--- config.mk ---
export PLATFORM = sky130hd
export DESIGN_NAME = mem_preload_loader
export DESIGN_NICKNAME = d
export VERILOG_FILES = /design/src/rtl/rv32i_pkg.sv /design/src/rtl/mem_preload_loader_packer.sv /design/src/rtl/mem_preload_loader.sv
export SDC_FILE = /design/constraint.sdc
export NUM_CORES = 1
export LEC_CHECK = 0
export ABC_AREA = 1
export ABC_CLOCK_PERIOD_IN_PS = 2600
export CORE_MARGIN = 2
export CORE_UTILIZATION = 53
export DETAILED_ROUTE_END_ITERATION = 8
export PLACE_DENSITY = 0.89
export RECOVER_POWER = 100
export SYNTH_ARGS = -nofsm -noshare
export SYNTH_HDL_FRONTEND = slang
export SYNTH_SLANG_ARGS = --single-unit
--- constraint.sdc ---
create_clock -name clk -period 2.6 [get_ports clk]
set_input_delay 0.52 -clock clk [delete_from_list [all_inputs] [get_ports clk]]
set_output_delay 0.52 -clock clk [all_outputs]
set_load 0.01 [all_outputs]
--- src/rtl/rv32i_pkg.sv ---
// Shared loader types and constants for the memory preload path.
package rv32i_pkg;

  typedef enum logic [1:0] {
    LD_IDLE,
    LD_LOAD,
    LD_WRITE,
    LD_DONE
  } loader_state_t;

  localparam int unsigned LD_BYTE_W = 8;

  // Number of byte lanes in a word of the given width.
  function automatic int unsigned ld_lanes(input int unsigned width);
    return width / LD_BYTE_W;
  endfunction

endpackage

--- src/rtl/mem_preload_loader_packer.sv ---
// Byte-lane packer: little-endian lane fill, lane index counter, clear-to-zero.
// Lanes not written before a clear stay zero, which gives the zero pad on a
// short final word.
module preload_byte_packer
  import rv32i_pkg::*;
#(
  parameter  int unsigned MLEN  = 32,
  localparam int unsigned BYTES = MLEN / LD_BYTE_W,
  localparam int unsigned IDX_W = (BYTES > 1) ? $clog2(BYTES) : 1
) (
  input  logic                 clk,
  input  logic                 aresetn,
  input  logic                 clear,
  input  logic                 accept,
  input  logic [LD_BYTE_W-1:0] byte_data,
  output logic [MLEN-1:0]      buffer,
  output logic [IDX_W-1:0]     byte_idx,
  output logic                 word_final
);

  // Lane buffer and index: clear wins over a byte accept.
  always_ff @(posedge clk or negedge aresetn) begin
    if (!aresetn) begin
      buffer   <= '0;
      byte_idx <= '0;
    end else if (clear) begin
      buffer   <= '0;
      byte_idx <= '0;
    end else if (accept) begin
      for (int unsigned i = 0; i < BYTES; i++) begin
        if (byte_idx == IDX_W'(i)) begin
          buffer[i*LD_BYTE_W +: LD_BYTE_W] <= byte_data;
        end
      end
      byte_idx <= byte_idx + 1'b1;
    end
  end

  // Current lane is the top lane of the word.
  always_comb begin
    word_final = (byte_idx == IDX_W'(BYTES - 1));
  end

endmodule

--- src/rtl/mem_preload_loader.sv ---
// Memory preload initiator: packs a byte stream into MLEN-bit words, writes
// them at incrementing word addresses and holds the core in reset until the
// image is complete.
// Optional feature macro: PRELOAD_CHECKSUM_EN (adds checksum[31:0] output).
module mem_preload_loader
  import rv32i_pkg::*;
#(
  parameter int unsigned MEM_SIZE   = 4096,
  parameter int unsigned MEM_WIDTH  = $clog2(MEM_SIZE),
  parameter int unsigned MLEN       = 32,
  parameter int unsigned START_ADDR = 0
) (
  input  logic                 clk,
  input  logic                 aresetn,
  input  logic                 start,
  input  logic                 s_byte_valid,
  output logic                 s_byte_ready,
  input  logic [7:0]           s_byte_data,
  input  logic                 s_byte_last,
  output logic                 preload_en,
  output logic [MEM_WIDTH-1:0] preload_addr,
  output logic [MLEN-1:0]      preload_data,
  output logic                 core_hold,
  output logic                 done,
  output logic                 overflow,
  output logic                 partial,
  output logic [MEM_WIDTH:0]   word_count
`ifdef PRELOAD_CHECKSUM_EN
  ,
  output logic [31:0]          checksum
`endif
);

  localparam int unsigned BYTES = ld_lanes(MLEN);
  localparam int unsigned IDX_W = (BYTES > 1) ? $clog2(BYTES) : 1;
  localparam logic [MEM_WIDTH-1:0] ADDR_FIRST = MEM_WIDTH'(START_ADDR);
  localparam logic [MEM_WIDTH-1:0] ADDR_LAST  = MEM_WIDTH'(MEM_SIZE - 1);

  loader_state_t          state;
  loader_state_t          state_next;
  logic [MEM_WIDTH-1:0]   addr;
  logic                   last_seen;
  logic                   accept;
  logic                   load_start;
  logic                   pack_clear;
  logic [MLEN-1:0]        buffer;
  logic [IDX_W-1:0]       byte_idx;
  logic                   word_final;

  assign accept     = s_byte_valid && s_byte_ready;
  assign load_start = start && ((state == LD_IDLE) || (state == LD_DONE));
  assign pack_clear = load_start || (state == LD_WRITE);

  preload_byte_packer #(
    .MLEN (MLEN)
  ) u_packer (
    .clk        (clk),
    .aresetn    (aresetn),
    .clear      (pack_clear),
    .accept     (accept),
    .byte_data  (s_byte_data),
    .buffer     (buffer),
    .byte_idx   (byte_idx),
    .word_final (word_final)
  );

  // State register.
  always_ff @(posedge clk or negedge aresetn) begin
    if (!aresetn) state <= LD_IDLE;
    else          state <= state_next;
  end

  // Next-state decode; start is only honoured in IDLE and DONE.
  always_comb begin
    state_next = state;
    case (state)
      LD_IDLE:  if (start) state_next = LD_LOAD;
      LD_LOAD:  if (accept && (word_final || s_byte_last)) state_next = LD_WRITE;
      LD_WRITE: begin
        if (last_seen || (addr == ADDR_LAST)) state_next = LD_DONE;
        else                                  state_next = LD_LOAD;
      end
      LD_DONE:  if (start) state_next = LD_LOAD;
      default:  state_next = LD_IDLE;
    endcase
  end

  // Output decode from state.
  always_comb begin
    s_byte_ready = (state == LD_LOAD);
    preload_en   = (state == LD_WRITE);
    preload_addr = (state == LD_WRITE) ? addr   : '0;
    preload_data = (state == LD_WRITE) ? buffer : '0;
    core_hold    = (state != LD_DONE);
    done         = (state == LD_DONE);
  end

  // Address, word counter and status flags.
  always_ff @(posedge clk or negedge aresetn) begin
    if (!aresetn) begin
      addr       <= ADDR_FIRST;
      word_count <= '0;
      last_seen  <= 1'b0;
      partial    <= 1'b0;
      overflow   <= 1'b0;
    end else if (load_start) begin
      addr       <= ADDR_FIRST;
      word_count <= '0;
      last_seen  <= 1'b0;
      partial    <= 1'b0;
      overflow   <= 1'b0;
    end else begin
      if ((state == LD_LOAD) && accept && s_byte_last) begin
        last_seen <= 1'b1;
        partial   <= !word_final;
      end
      if (state == LD_WRITE) begin
        word_count <= word_count + 1'b1;
        // Hold at the top address so the counter cannot wrap back to zero.
        if (addr != ADDR_LAST) addr <= addr + 1'b1;
        if (!last_seen && (addr == ADDR_LAST)) overflow <= 1'b1;
      end
    end
  end

`ifdef PRELOAD_CHECKSUM_EN
  // XOR-fold an MLEN word into 32 bits, bit i landing on bit i mod 32.
  function automatic logic [31:0] xor_fold(input logic [MLEN-1:0] d);
    logic [31:0] r;
    r = '0;
    for (int unsigned i = 0; i < MLEN; i++) begin
      r[i % 32] = r[i % 32] ^ d[i];
    end
    return r;
  endfunction

  // Running checksum over written words.
  always_ff @(posedge clk or negedge aresetn) begin
    if (!aresetn)               checksum <= '0;
    else if (load_start)        checksum <= '0;
    else if (state == LD_WRITE) checksum <= checksum + xor_fold(buffer);
  end
`endif

endmodule

# Yosys cells after proc, flatten, opt, wreduce, memory -nomap -nowiden
# Cells that the tools add are included.
dict set report totals {
  register_bits 64
  input_bits 13
  out_inout_bits 63
  wordCells 82
}
dict set report op_classes {
  add_sub_neg 3
  n_eq_ne 11
  muxes 26
  n_reduce_logical 31
}
# op n
set ops {}
lappend ops {{2-to-1 mux 32 bit} 3}
lappend ops {{2-to-1 mux 12 bit} 4}
lappend ops {{2-to-1 mux 8 bit} 4}
lappend ops {{2-to-1 mux 13 bit} 2}
lappend ops {{nonzero test 2 bit} 9}
lappend ops {{AND reduction 2 bit} 7}
lappend ops {{adder 13 x 1 -> 13 bit, second input constant} 1}
lappend ops {{adder 12 x 1 -> 12 bit, second input constant} 1}
lappend ops {{equality test 12 bit, second input constant} 1}
lappend ops {{!= test 12 bit, second input constant} 1}
lappend ops {{2-to-1 mux 2 bit} 5}
lappend ops {{equality test 2 bit, second input constant} 4}
lappend ops {{2-to-1 mux 1 bit} 7}
lappend ops {{logical AND 1 bit} 6}
lappend ops {{one-hot mux 2 bit (3 select lines)} 1}
lappend ops {{equality test 2 x 1 -> 1 bit, second input constant} 2}
lappend ops {{logical NOT 2 bit} 2}
lappend ops {{logical OR 1 bit} 4}
lappend ops {{!= test 2 x 1 -> 1 bit, second input constant} 2}
lappend ops {{adder 2 x 1 -> 2 bit, second input constant} 1}
lappend ops {{logical NOT 1 bit} 2}
lappend ops {{!= test 2 bit, second input constant} 1}
lappend ops {{OR reduction 2 bit} 1}

# Depth between registers and ports, before layout
dict set report logic_depth {
  word_depth 6
  mapped_depth 11
  depth_no_buf 10
}

# Hierarchy
# A second synthesis with hierarchy kept.
dict set report unflattened {
  cells_unflattened 497
  hier_area_um2 3779.9
}
# mod instances cells_each area_per_inst_um2 seq_area_each_um2
set by_module_without_submodules {}
lappend by_module_without_submodules {mem_preload_loader 1 324 2069.5 750.7}
lappend by_module_without_submodules {preload_byte_packer 1 173 1710.4 850.8}

# Worst setup path after synthesis
# Ideal clock, no wire load.
dict set report synth_path {
  kind {reg2out}
  from {reg state[0]}
  to {out preload_addr[10]}
  arrival_time_ps 1267
  required_time_ps 2080
  path_slack_ps 813
  path_stages_with_launch 7
  n_path_buf 2
  cell_sequence {dfrtp_1 -> inv_1 -> ha_1 -> buf_4 -> clkbuf_1 -> nand2_1 -> inv_1}
}
dict set report synth_via {
  elab_chain_len 2
}
# element line
set synth_rtl {}
lappend synth_rtl {{start, declared} mem_preload_loader.sv:39} ;# loader_state_t state;
lappend synth_rtl {{start signal, assigned} mem_preload_loader.sv:70} ;# else state <= state_next;
lappend synth_rtl {{equality test 2 bit} -}
lappend synth_rtl {{named net preload_en} mem_preload_loader.sv:20} ;# output logic preload_en,
lappend synth_rtl {{2-to-1 mux 12 bit} mem_preload_loader.sv:92} ;# preload_addr = (state == LD_WRITE) ? addr : '0;
lappend synth_rtl {{end, declared} mem_preload_loader.sv:21} ;# output logic [MEM_WIDTH-1:0] preload_addr,
# The timed path passes the listed nets, and every way through them passes these cells.

# Final worst setup path
dict set report layout_path {
  from {reg state[0]}
  to {out preload_data[13]}
}
dict set report layout_via {
  elab_chain_len 2
}
# element line
set layout_rtl {}
lappend layout_rtl {{equality test 2 bit} mem_preload_loader.sv:93} ;# preload_data = (state == LD_WRITE) ? buffer : '0;
lappend layout_rtl {{2-to-1 mux 32 bit} mem_preload_loader.sv:93}
lappend layout_rtl {{end, declared} mem_preload_loader.sv:22} ;# output logic [MLEN-1:0] preload_data,
# No other way between the ends.

==> impl_metrics.toml <==
[synth]
synth_async_sr_flop_share_pct = 100
yosys_warnings = 0
synth_cell_types = 31
syn_nets = 482
yosys_register_bits = 64
synth_seq_area_share_pct = 46.9
synth_area_mm2 = 0.00341
syn_inst = 460
avgSynthCellArea_um2 = 7.42
synth_edf_count = 0
ys.flop_type = "dfrtp_1"

[grt]
grt_start_max_net_pins = 65
grt_use_met3_pct = 7.96
busiest_layer = "met2"
grt.overflow.total = 0
grt_use_met2_pct = 41.1
use_met1_pct = 30.5
antenna_found_initial = 0
grt_pass1_wl_um = 14000
grt_pass1_vias = 3084
grtUsageTotal_pct = 24.6

[placed_design]
port_buffers = 75
place_congestion = 0.858
dp_hpwl_um = 5730

[setup_path]
r2r_end = "u_packer.buffer[28]$_DFFE_PN0P_"
r2r-start = "state[0]$_DFFE_PN0P_"
worstRegToRegCells = 8
worst_setup_path_end_kind = "output port"
cp_max_fo = 22
rrSetupSlack_ps = 430
worstPathRequired_ps = 2080
path_class = "reg -> out"
arrival_ps = 1960
crit_path_start_kind = "register"

[routing]
vias_per_cell = 5.03
dr.pass1.iters = 5
wl_um = 8100
drc_errors = 0
initialDrtViolationCount = 233
vias = 3114
postRouteAntennaNets = 0
wl_per_cell_um = 13.1

[power]
cellPowerDensity_mw_per_mm2 = 955
p_int_uw = 2510
finalPower_uw = 4250
clkPwrFrac_pct = 22.7
swShare_pct = 41.0
power.leakage_uw = 0.00249
switchingPower_uw = 1740
ir_worst_vdd_v = 0.000527
comb_power_share_pct = 42.0
seq_power_share_pct = 35.3

[sta]
tightest_slew_ps = 1550
slew_headroom_pct = -3.31
min_period_ps = 2480
drv_slew = 65
period_share_pct = 95.3
setup_tns_ps = 0
rsz0062_at_grt = "no"
fmax_mhz = 404
skew_ps = 10.3
hold_violations = 0
finalSetupViolCount = 0

[clocking]
cts.reportedPaths.clkPinSlew_ps = 60
htreeDepth = 3
cts-root-buf = "clkbuf_8"
cts.sinks = 64
clk_latency_ps = 350
cts_buffer_depth = 2
tritoncts = "yes"
cts_buffers = 9

[cells_and_area]
num-fill-cells = 490
drive_gt1_share_pct = 5.90
antenna_cells = 0
multi_input_area_mm2 = 0.00142
register_area_mm2 = 0.00160
area_growth_pct = 30.2
layout.nets = 559

[status]
status = "finished with violations"
violations = "capacitance limit, slew limit"

[die]
initial_core_util_pct = 54.4
row_count = 29
die_w_um = 84.3
core_area_mm2 = 0.00628
die_h_um = 84.3
pin_count = 76
die-area_mm2 = 0.00710

[worst_hold_path]
hold_path_startpoint = "u_packer.buffer[16]$_DFFE_PN0P_"
worstHoldEndpoint = "u_packer.buffer[16]$_DFFE_PN0P_"
hold_depth = 2
min_path_type = "reg -> reg"

[job]
maxCapViolCount = 1
-- sequential cells by signal, indices dropped and copies added (netlist names) --
register / flops
addr: 12
last_seen: 1
overflow: 1
partial: 1
state: 2
u_packer.buffer: 32
u_packer.byte_idx: 2
word_count: 13
-- power by group through the flow --
stage          Combinational (uW)  Clock [uW]  Sequential [uW]
2_1_floorplan                1230           0             1450
3_3_place_gp                 1740           0             1490
3_5_place_dp                 1830           0             1500
4_1_cts                      1860         965             1500
5_1_grt                      2010        1020             1530
6_report                     1780         963             1500
-- critical path, stage by stage (launching register included) --
cell and delay [ps]:
dfrtp_1 410, inv_1 120, ha_4 190, buf_12 160, nand2_1 60, inv_1 60
dlygate4sd3_1 600
-- through the flow --
stage | hold WS, ps | cells | setup WS (ps) | util, % | cell area, um^2
2_1_floorplan | 224 | 460 | 813 | - | 3410
3_3_place_gp | 467 | 602 | 406 | 67.3 | 4230
3_5_place_dp | 477 | 602 | 339 | 67.3 | 4230
4_1_cts | 375 | 618 | 50.9 | 71.0 | 4460
5_1_grt | 518 | 619 | 27.0 | 70.8 | 4450
6_report | 492 | 619 | 122 | 70.8 | 4450
-- layout make-up --
cell class | instances | share of cell area, %
clock buffers | 10 | 3.10
clock inverters | 6 | 1.86
inverters | 81 | 6.84
multi-input cells | 300 | 31.9
flip-flops and latches | 64 | 36.0
well taps | 77 | 2.17
repair buffers | 81 | 18.1
-- synth_stat cells (4+ instances only) --
master	number	share of area, %
a21oi_1	6	0.88
buf_2	7	1.0
clkbuf_1	4	0.44
dfrtp_1	64	47
ha_1	9	3.3
inv_1	79	8.7
nand2_1	156	17
nand3_1	21	3.1
nand4_1	4	0.73
nor2_1	29	3.2
o21ai_0	38	5.6
o21ai_1	11	1.6
-- routing by layer --
metal  part of all wire, %  vias to the layer above
met5                     0                        -
met4                   1.8                        0
met3                   7.2                       14
met2                    49                      118
met1                    42                     1421
li1                      -                     1561
-- worst max-delay path by stage --
stage               cells past startpoint  slack (ps)                  from               end
finish                                  6         120  state[0]$_DFFE_PN0P_  preload_data[13]
global route                            6          30  state[0]$_DFFE_PN0P_   preload_addr[2]
CTS                                     6          50  state[0]$_DFFE_PN0P_  preload_data[26]
detailed placement                      6         340  state[0]$_DFFE_PN0P_  preload_data[26]
global placement                        6         410  state[0]$_DFFE_PN0P_  preload_data[16]
floorplan                               6         810  state[0]$_DFFE_PN0P_  preload_addr[10]
-- cell families after synthesis --
kind of cell	after synthesis	share of synthesized area [%]
AND/OR/NAND/NOR	222	26.6
AO/OA/AOI/OAI	66	11.0
buffers and inverters	96	11.4
adder cells (fa/ha/maj)	9	3.30
flip-flops	64	46.9
XOR/XNOR	3	0.770
-- what timing repair did --
| action | in CTS | in global routing |
|---|---|---|
| buffers inserted | 0 | 1 |
| setup endpoints to repair | 15 | 16 |
| gates resized for setup | 1 | 2 |
| hold buffers | 0 | 0 |
-- placed cells by master (no fill, tap or decap), types with 2 or more instances in the layout --
cell type / n
a21oi_1: 6
nand4_1: 5
nor2_1: 31
buf_6: 2
inv_1: 79
xor2_1: 2
clkinv_2: 3
a21oi_4: 2
nand3_1: 21
or2_2: 2
clkbuf_2: 2
dlygate4sd3_1: 42
bufinv_16: 2
o21a_1: 2
clkdlybuf4s50_1: 32
o21bai_1: 2
nand3b_1: 2
clkbuf_8: 10
a21oi_2: 2
o21ai_0: 48
ha_1: 8
dfrtp_1: 64
nand2_1: 159
Power figures use the tool's default switching activity.
